`config.mk`:
```
export PLATFORM = sky130hd
export DESIGN_NAME = argmax_stream_flat
export DESIGN_NICKNAME = d
export VERILOG_FILES = /design/src/rtl/argmax_stream_if.sv /design/src/rtl/argmax_stream.sv /design/src/flat_wrapper.sv
export SDC_FILE = /design/constraint.sdc
export NUM_CORES = 1
export LEC_CHECK = 0
export ABC_AREA = 1
export CAP_MARGIN = 20
export CELL_PAD_IN_SITES_DETAIL_PLACEMENT = 1
export CELL_PAD_IN_SITES_GLOBAL_PLACEMENT = 1
export CORE_MARGIN = 8
export CORE_UTILIZATION = 42
export CTS_CLUSTER_DIAMETER = 80
export DETAILED_ROUTE_END_ITERATION = 8
export MAX_ROUTING_LAYER = met4
export PLACE_DENSITY_LB_ADDON = 0.1
export SYNTH_ARGS = -nofsm -noshare
export SYNTH_HDL_FRONTEND = slang
export SYNTH_SLANG_ARGS = --single-unit
```
`constraint.sdc`:
```
create_clock -name clk -period 4.23 [get_ports clk]
set_clock_uncertainty 0.05 [all_clocks]
set_input_delay 0.846 -clock clk [delete_from_list [all_inputs] [get_ports clk]]
set_output_delay 0.846 -clock clk [all_outputs]
set_load 0.02 [all_outputs]
```
`src/rtl/argmax_stream_if.sv`:
```
// ---------------------------------------------------------------------------
// argmax_stream_if
// Stream bundle for the argmax unit: the score input stream (valid/ready with
// a last marker) and the result output stream (valid/ready with index, max
// value and framing-error flag).
//   master : score producer / result consumer (drives in_*, out_ready)
//   slave  : the argmax unit (drives in_ready, out_*)
// ---------------------------------------------------------------------------
interface argmax_stream_if #(
    parameter int DATA_WIDTH = 32,
    parameter int IDX_WIDTH  = 4
);
    logic                  in_valid;
    logic                  in_ready;
    logic [DATA_WIDTH-1:0] in_data;
    logic                  in_last;
    logic                  out_valid;
    logic                  out_ready;
    logic [IDX_WIDTH-1:0]  out_idx;
    logic [DATA_WIDTH-1:0] out_max;
    logic                  out_err;

    modport master (
        output in_valid, in_data, in_last, out_ready,
        input  in_ready, out_valid, out_idx, out_max, out_err
    );

    modport slave (
        input  in_valid, in_data, in_last, out_ready,
        output in_ready, out_valid, out_idx, out_max, out_err
    );
endinterface

```
`src/rtl/argmax_stream.sv`:
```
// ---------------------------------------------------------------------------
// argmax_stream
// Sequential argmax over a frame of NUM_CLASSES scores, one score per beat.
// Tracks the running maximum and its index, then presents the winner on the
// result port and holds it until the consumer takes it.
//   clk   : clock, rising edge
//   rst_n : asynchronous active-low reset
//   s     : argmax_stream_if.slave (in_valid/in_ready/in_data/in_last,
//           out_valid/out_ready/out_idx/out_max/out_err)
// Parameters: DATA_WIDTH, NUM_CLASSES (>=2), IDX_WIDTH (>=clog2(NUM_CLASSES)),
//             SIGNED (1 = two's-complement compare), TIE_LAST (1 = later
//             index wins on equal scores).
// ---------------------------------------------------------------------------
module argmax_stream #(
    parameter int DATA_WIDTH  = 32,
    parameter int NUM_CLASSES = 10,
    parameter int IDX_WIDTH   = 4,
    parameter int SIGNED      = 0,
    parameter int TIE_LAST    = 1
) (
    input  logic           clk,
    input  logic           rst_n,
    argmax_stream_if.slave s
);
    typedef enum logic {
        ACCUM  = 1'b0,
        RESULT = 1'b1
    } state_t;

    localparam logic [IDX_WIDTH-1:0] LAST_IDX = IDX_WIDTH'(NUM_CLASSES - 1);

    state_t                state;
    logic [IDX_WIDTH-1:0]  cnt;
    logic [DATA_WIDTH-1:0] best_val;
    logic [IDX_WIDTH-1:0]  best_idx;

    logic                  accept;
    logic                  last_beat;
    logic                  frame_end;
    logic                  gt;
    logic                  eq;
    logic                  take;
    logic [DATA_WIDTH-1:0] next_val;
    logic [IDX_WIDTH-1:0]  next_idx;

    always_comb begin
        accept    = (state == ACCUM) && s.in_ready && s.in_valid;
        last_beat = (cnt == LAST_IDX);
        frame_end = accept && (s.in_last || last_beat);
        if (SIGNED != 0) begin
            gt = $signed(s.in_data) > $signed(best_val);
        end else begin
            gt = s.in_data > best_val;
        end
        eq = (s.in_data == best_val);
        // The first beat of a frame always seeds the running best.
        take     = (cnt == '0) || gt || ((TIE_LAST != 0) && eq);
        next_val = take ? s.in_data : best_val;
        next_idx = take ? cnt : best_idx;
    end

    always_ff @(posedge clk or negedge rst_n) begin
        if (!rst_n) begin
            state       <= ACCUM;
            cnt         <= '0;
            best_val    <= '0;
            best_idx    <= '0;
            s.in_ready  <= 1'b0;
            s.out_valid <= 1'b0;
            s.out_idx   <= '0;
            s.out_max   <= '0;
            s.out_err   <= 1'b0;
        end else begin
            case (state)
                ACCUM: begin
                    s.in_ready <= 1'b1;
                    if (accept) begin
                        best_val <= next_val;
                        best_idx <= next_idx;
                        if (frame_end) begin
                            s.out_idx   <= next_idx;
                            s.out_max   <= next_val;
                            // Short frame or missing last marker; both set err.
                            s.out_err   <= s.in_last ^ last_beat;
                            s.out_valid <= 1'b1;
                            s.in_ready  <= 1'b0;
                            cnt         <= '0;
                            state       <= RESULT;
                        end else begin
                            cnt <= cnt + 1'b1;
                        end
                    end
                end
                RESULT: begin
                    if (s.out_valid && s.out_ready) begin
                        s.out_valid <= 1'b0;
                        s.in_ready  <= 1'b1;
                        cnt         <= '0;
                        state       <= ACCUM;
                    end
                end
                default: state <= ACCUM;
            endcase
        end
    end
endmodule

```
`src/flat_wrapper.sv`:
```
// flat-port wrapper written by rule: the top's interface ports become plain ports
module argmax_stream_flat 
#(
    parameter int DATA_WIDTH  = 32,
    parameter int NUM_CLASSES = 10,
    parameter int IDX_WIDTH   = 4,
    parameter int SIGNED      = 0,
    parameter int TIE_LAST    = 1
)
  (clk, rst_n, s_in_valid, s_in_data, s_in_last, s_out_ready, s_in_ready, s_out_valid, s_out_idx, s_out_max, s_out_err);
  argmax_stream_if #(.DATA_WIDTH(DATA_WIDTH), .IDX_WIDTH(IDX_WIDTH)) s_i ();
  input  logic clk;
  input  logic rst_n;
  input wire logic [$bits(s_i.in_valid)-1:0] s_in_valid;
  input wire logic [$bits(s_i.in_data)-1:0] s_in_data;
  input wire logic [$bits(s_i.in_last)-1:0] s_in_last;
  input wire logic [$bits(s_i.out_ready)-1:0] s_out_ready;
  output wire logic [$bits(s_i.in_ready)-1:0] s_in_ready;
  output wire logic [$bits(s_i.out_valid)-1:0] s_out_valid;
  output wire logic [$bits(s_i.out_idx)-1:0] s_out_idx;
  output wire logic [$bits(s_i.out_max)-1:0] s_out_max;
  output wire logic [$bits(s_i.out_err)-1:0] s_out_err;
  assign s_i.in_valid = s_in_valid;
  assign s_i.in_data = s_in_data;
  assign s_i.in_last = s_in_last;
  assign s_i.out_ready = s_out_ready;
  assign s_in_ready = s_i.in_ready;
  assign s_out_valid = s_i.out_valid;
  assign s_out_idx = s_i.out_idx;
  assign s_out_max = s_i.out_max;
  assign s_out_err = s_i.out_err;
  argmax_stream #(.DATA_WIDTH(DATA_WIDTH), .NUM_CLASSES(NUM_CLASSES), .IDX_WIDTH(IDX_WIDTH), .SIGNED(SIGNED), .TIE_LAST(TIE_LAST)) u_core (.clk(clk), .rst_n(rst_n), .s(s_i));
endmodule
```
==> reports/qor.yml <==
status:
  status: "finished clean"
routing:
  drt_iter0_markers: 146
  wl_met1_um: 5985
  drt-pass1-iter-count: 4
  top_layer_used: "met4"
  wl_met2_um: 6682
  drc: 0
  routed_wl_um: 13260
  wl_per_cell_um: 15.92
  viasPerCell: 5.120
  route.met3.wl_um: 389
  via_count: 4265
  antenna_left: 0
synth:
  seq_area_frac_synth_pct: 43.80
  netlist_area_um2: 4571
  synth_top_area_share_pct: 43.80
  async_flop_share_pct: 100.0
  synth_most_common_cell: "nand2_1"
  synth_cell_types: 19
  synth_edf_count: 0
  synth_common_cells: "nand2_1, nand3_1, inv_1, dfrtp_1, ha_1"
  synth_flop_cell: "dfrtp_1"
  avgSynthCellArea_um2: 7.372
  yosys-top-cells-area: "dfrtp_1, nand2_1, nand3_1, ha_1, inv_1"
  syn-num-nets: 693
  synth_warnings: 0
  netlist_instances: 620
  ys_ff_latch: 80
  yosys.area.top_type: "dfrtp_1"
sta:
  finalSetupTns_ns: 0
  fmax_ghz: 0.3112
  setup-violations-final: 0
  fin_crit_ns: 3.213
  worst_slack_ns: 1.017
  relSlewSlack_pct: 58.35
  rsz0062_at_grt: "no"
  tightestPinTransition_ns: 0.6241
  hold_viol: 0
  slew_violations: 0
  min_period_over_period_pct: 75.97
floorplanning:
  io_pins: 76
  fp-row-count: 38
  dieArea_um2: 14480
  die_w_um: 120.3
  core_area_um2: 10750
  die_y_um: 120.3
  start_util_pct: 42.54
worst_setup_path:
  start_kind: "primary input"
  endpoint_kind: "flip-flop"
  cp_slowest_cell: "nor2_4"
  path_class: "in -> reg"
  worst_ep_required_time_ns: 4.47
  max_stage_delay_ns: 0.48
  critPathMaxFanout: 36
  crit_top_cell: "nand2_1"
  arrival_ns: 3.46
  crit_chain: "clkdlybuf4s50_1 -> ha_1 -> nand2_1 -> nor2_1 -> nand2_1 -> nor2_1 -> nand2_1 -> nand3_1 -> nor2_4 -> nand2_4 -> nand2_1 -> nand3_1 -> nand2_1"
job:
  cap_violations: 0
power_and_ir_drop:
  powerDensity_nw_per_um2: 713.4
  ir_drop_v: 0.0003203
  p_leak_nw: 3.058
cts:
  cts_tree: "yes"
  root_buffer: "clkbuf_8"
  cts-resized-gates: 0
  cts.clk_slew.worst_paths_ns: 0.08
  cts_setup_buffers: 0
  hold_buffers: 0
  cts_sinks: 80
  cts_buffer_depth: 2
  htreeDepth: 3
  cts_buffers: 9
  clk_latency_ns: 0.35
global_route:
  grt_pass1_wl_um: 22740
  antenna_found_initial: 0
  grt_overflow: 0
  grt_max_degree: 81
  track_usage_pct: 19.97
  grt_pass1_vias: 4652
min_path:
  min_path_type: "in -> async"
layout:
  diodes: 0
  num-nets-final: 763
  area_growth_pct: 23.08
  final_layout_size_suffix_gt1_share_pct: 3.608
placement:
  pre_cts_ws_ns: 0.6553
  gp_congestion: 0.8187
  port_buffers: 75
  hpwl_um: 9226
-- metrics by stage --
step / utilization (%) / power (mW) / hold slack [ns] / instance area [µm²] / cells
after global routing: 52.35 / 4.393 / 0.3308 / 5625 / 833
after detailed placement: 50.66 / 3.547 / 0.4127 / 5444 / 818
after floorplan: - / 2.733 / 0.3991 / 4571 / 620
after CTS: 52.10 / 4.068 / 0.4308 / 5598 / 832
after global placement: 50.66 / 3.437 / 0.4114 / 5444 / 818
final: 52.35 / 4.013 / 0.3218 / 5625 / 833
-- power breakdown --
| group | switching (mW) | internal, mW |
|---|---|---|
| Sequential | 0.200 | 1.12 |
| Clock | 0.278 | 0.223 |
| Combinational | 1.36 | 0.837 |
-- metal layers --
| layer | global-route usage [%] | up-vias |
|---|---|---|
| li1 | - | 2081 |
| met1 | 23.73 | 2094 |
| met2 | 33.81 | 72 |
| met3 | 3.124 | 18 |
| met4 | 7.026 | 0 |
| met5 | - | - |
-- cell type report --
cell class	instances	area (µm²)
clock buffers	13	148.9
fillers	1417	5120
clock inverters	1	5.005
repair buffers	84	835.8
flip-flops and latches	80	2002
well taps	140	175.2
multi-input cells	428	2132
inverters	87	326.6
-- cells in the final DEF (no fill, tap or decap), types with 2 or more instances in the layout --
| cell type | count |
|---|---|
| nor2_1 | 16 |
| nand2_1 | 232 |
| nor2_4 | 2 |
| clkbuf_1 | 3 |
| clkbuf_8 | 10 |
| buf_4 | 9 |
| inv_1 | 86 |
| dfrtp_1 | 80 |
| ha_1 | 36 |
| o21ai_0 | 4 |
| nand3_1 | 117 |
| a21oi_1 | 14 |
| clkdlybuf4s50_1 | 74 |
| a21o_1 | 3 |
-- worst paths after layout --
path	slack [ns]	cells after the start	startpoint	endpoint
worst max register to register	1.58	13	u_core.best_val[31]	u_core.s.out_max[30]
worst min register to register	0.43	2	u_core.s.out_err	u_core.s.out_err
max in group asynchronous	3.18	2	rst_n	u_core.s.out_max[23]
worst min-delay path	0.32	1	rst_n	u_core.s.out_max[7]
min in group clk	0.43	2	u_core.s.out_err	u_core.s.out_err
worst max-delay path	1.02	13	s_in_data[11]	u_core.s.out_max[30]
-- cells by family after synthesis --
| kind of cell | share of synthesized area (%) |
|---|---|
| AOI/OAI and AO/OA | 2.874 |
| adders and majority gates | 9.855 |
| buffers and inverters | 9.718 |
| DFF | 43.80 |
| and+or+nand+nor | 33.75 |
-- critical path: cells and delay by family --
| kind | cells | cell delay [ns] |
|---|---|---|
| buffers and inverters | 1 | 0.46 |
| adders and majority gates | 1 | 0.36 |
| and+or+nand+nor | 11 | 1.79 |
-- registers in the layout, summed over array words and instances (netlist names) --
| name | count |
|---|---|
| u_core.best_val | 32 |
| u_core.s.out_max | 32 |
| u_core.s.out_idx | 4 |
| u_core.cnt | 4 |
| u_core.state | 1 |
| u_core.best_idx | 4 |
| u_core.s.out_err | 1 |
| u_core.s.out_valid | 1 |
| u_core.s.in_ready | 1 |
(Power assumes the default switching activity.)
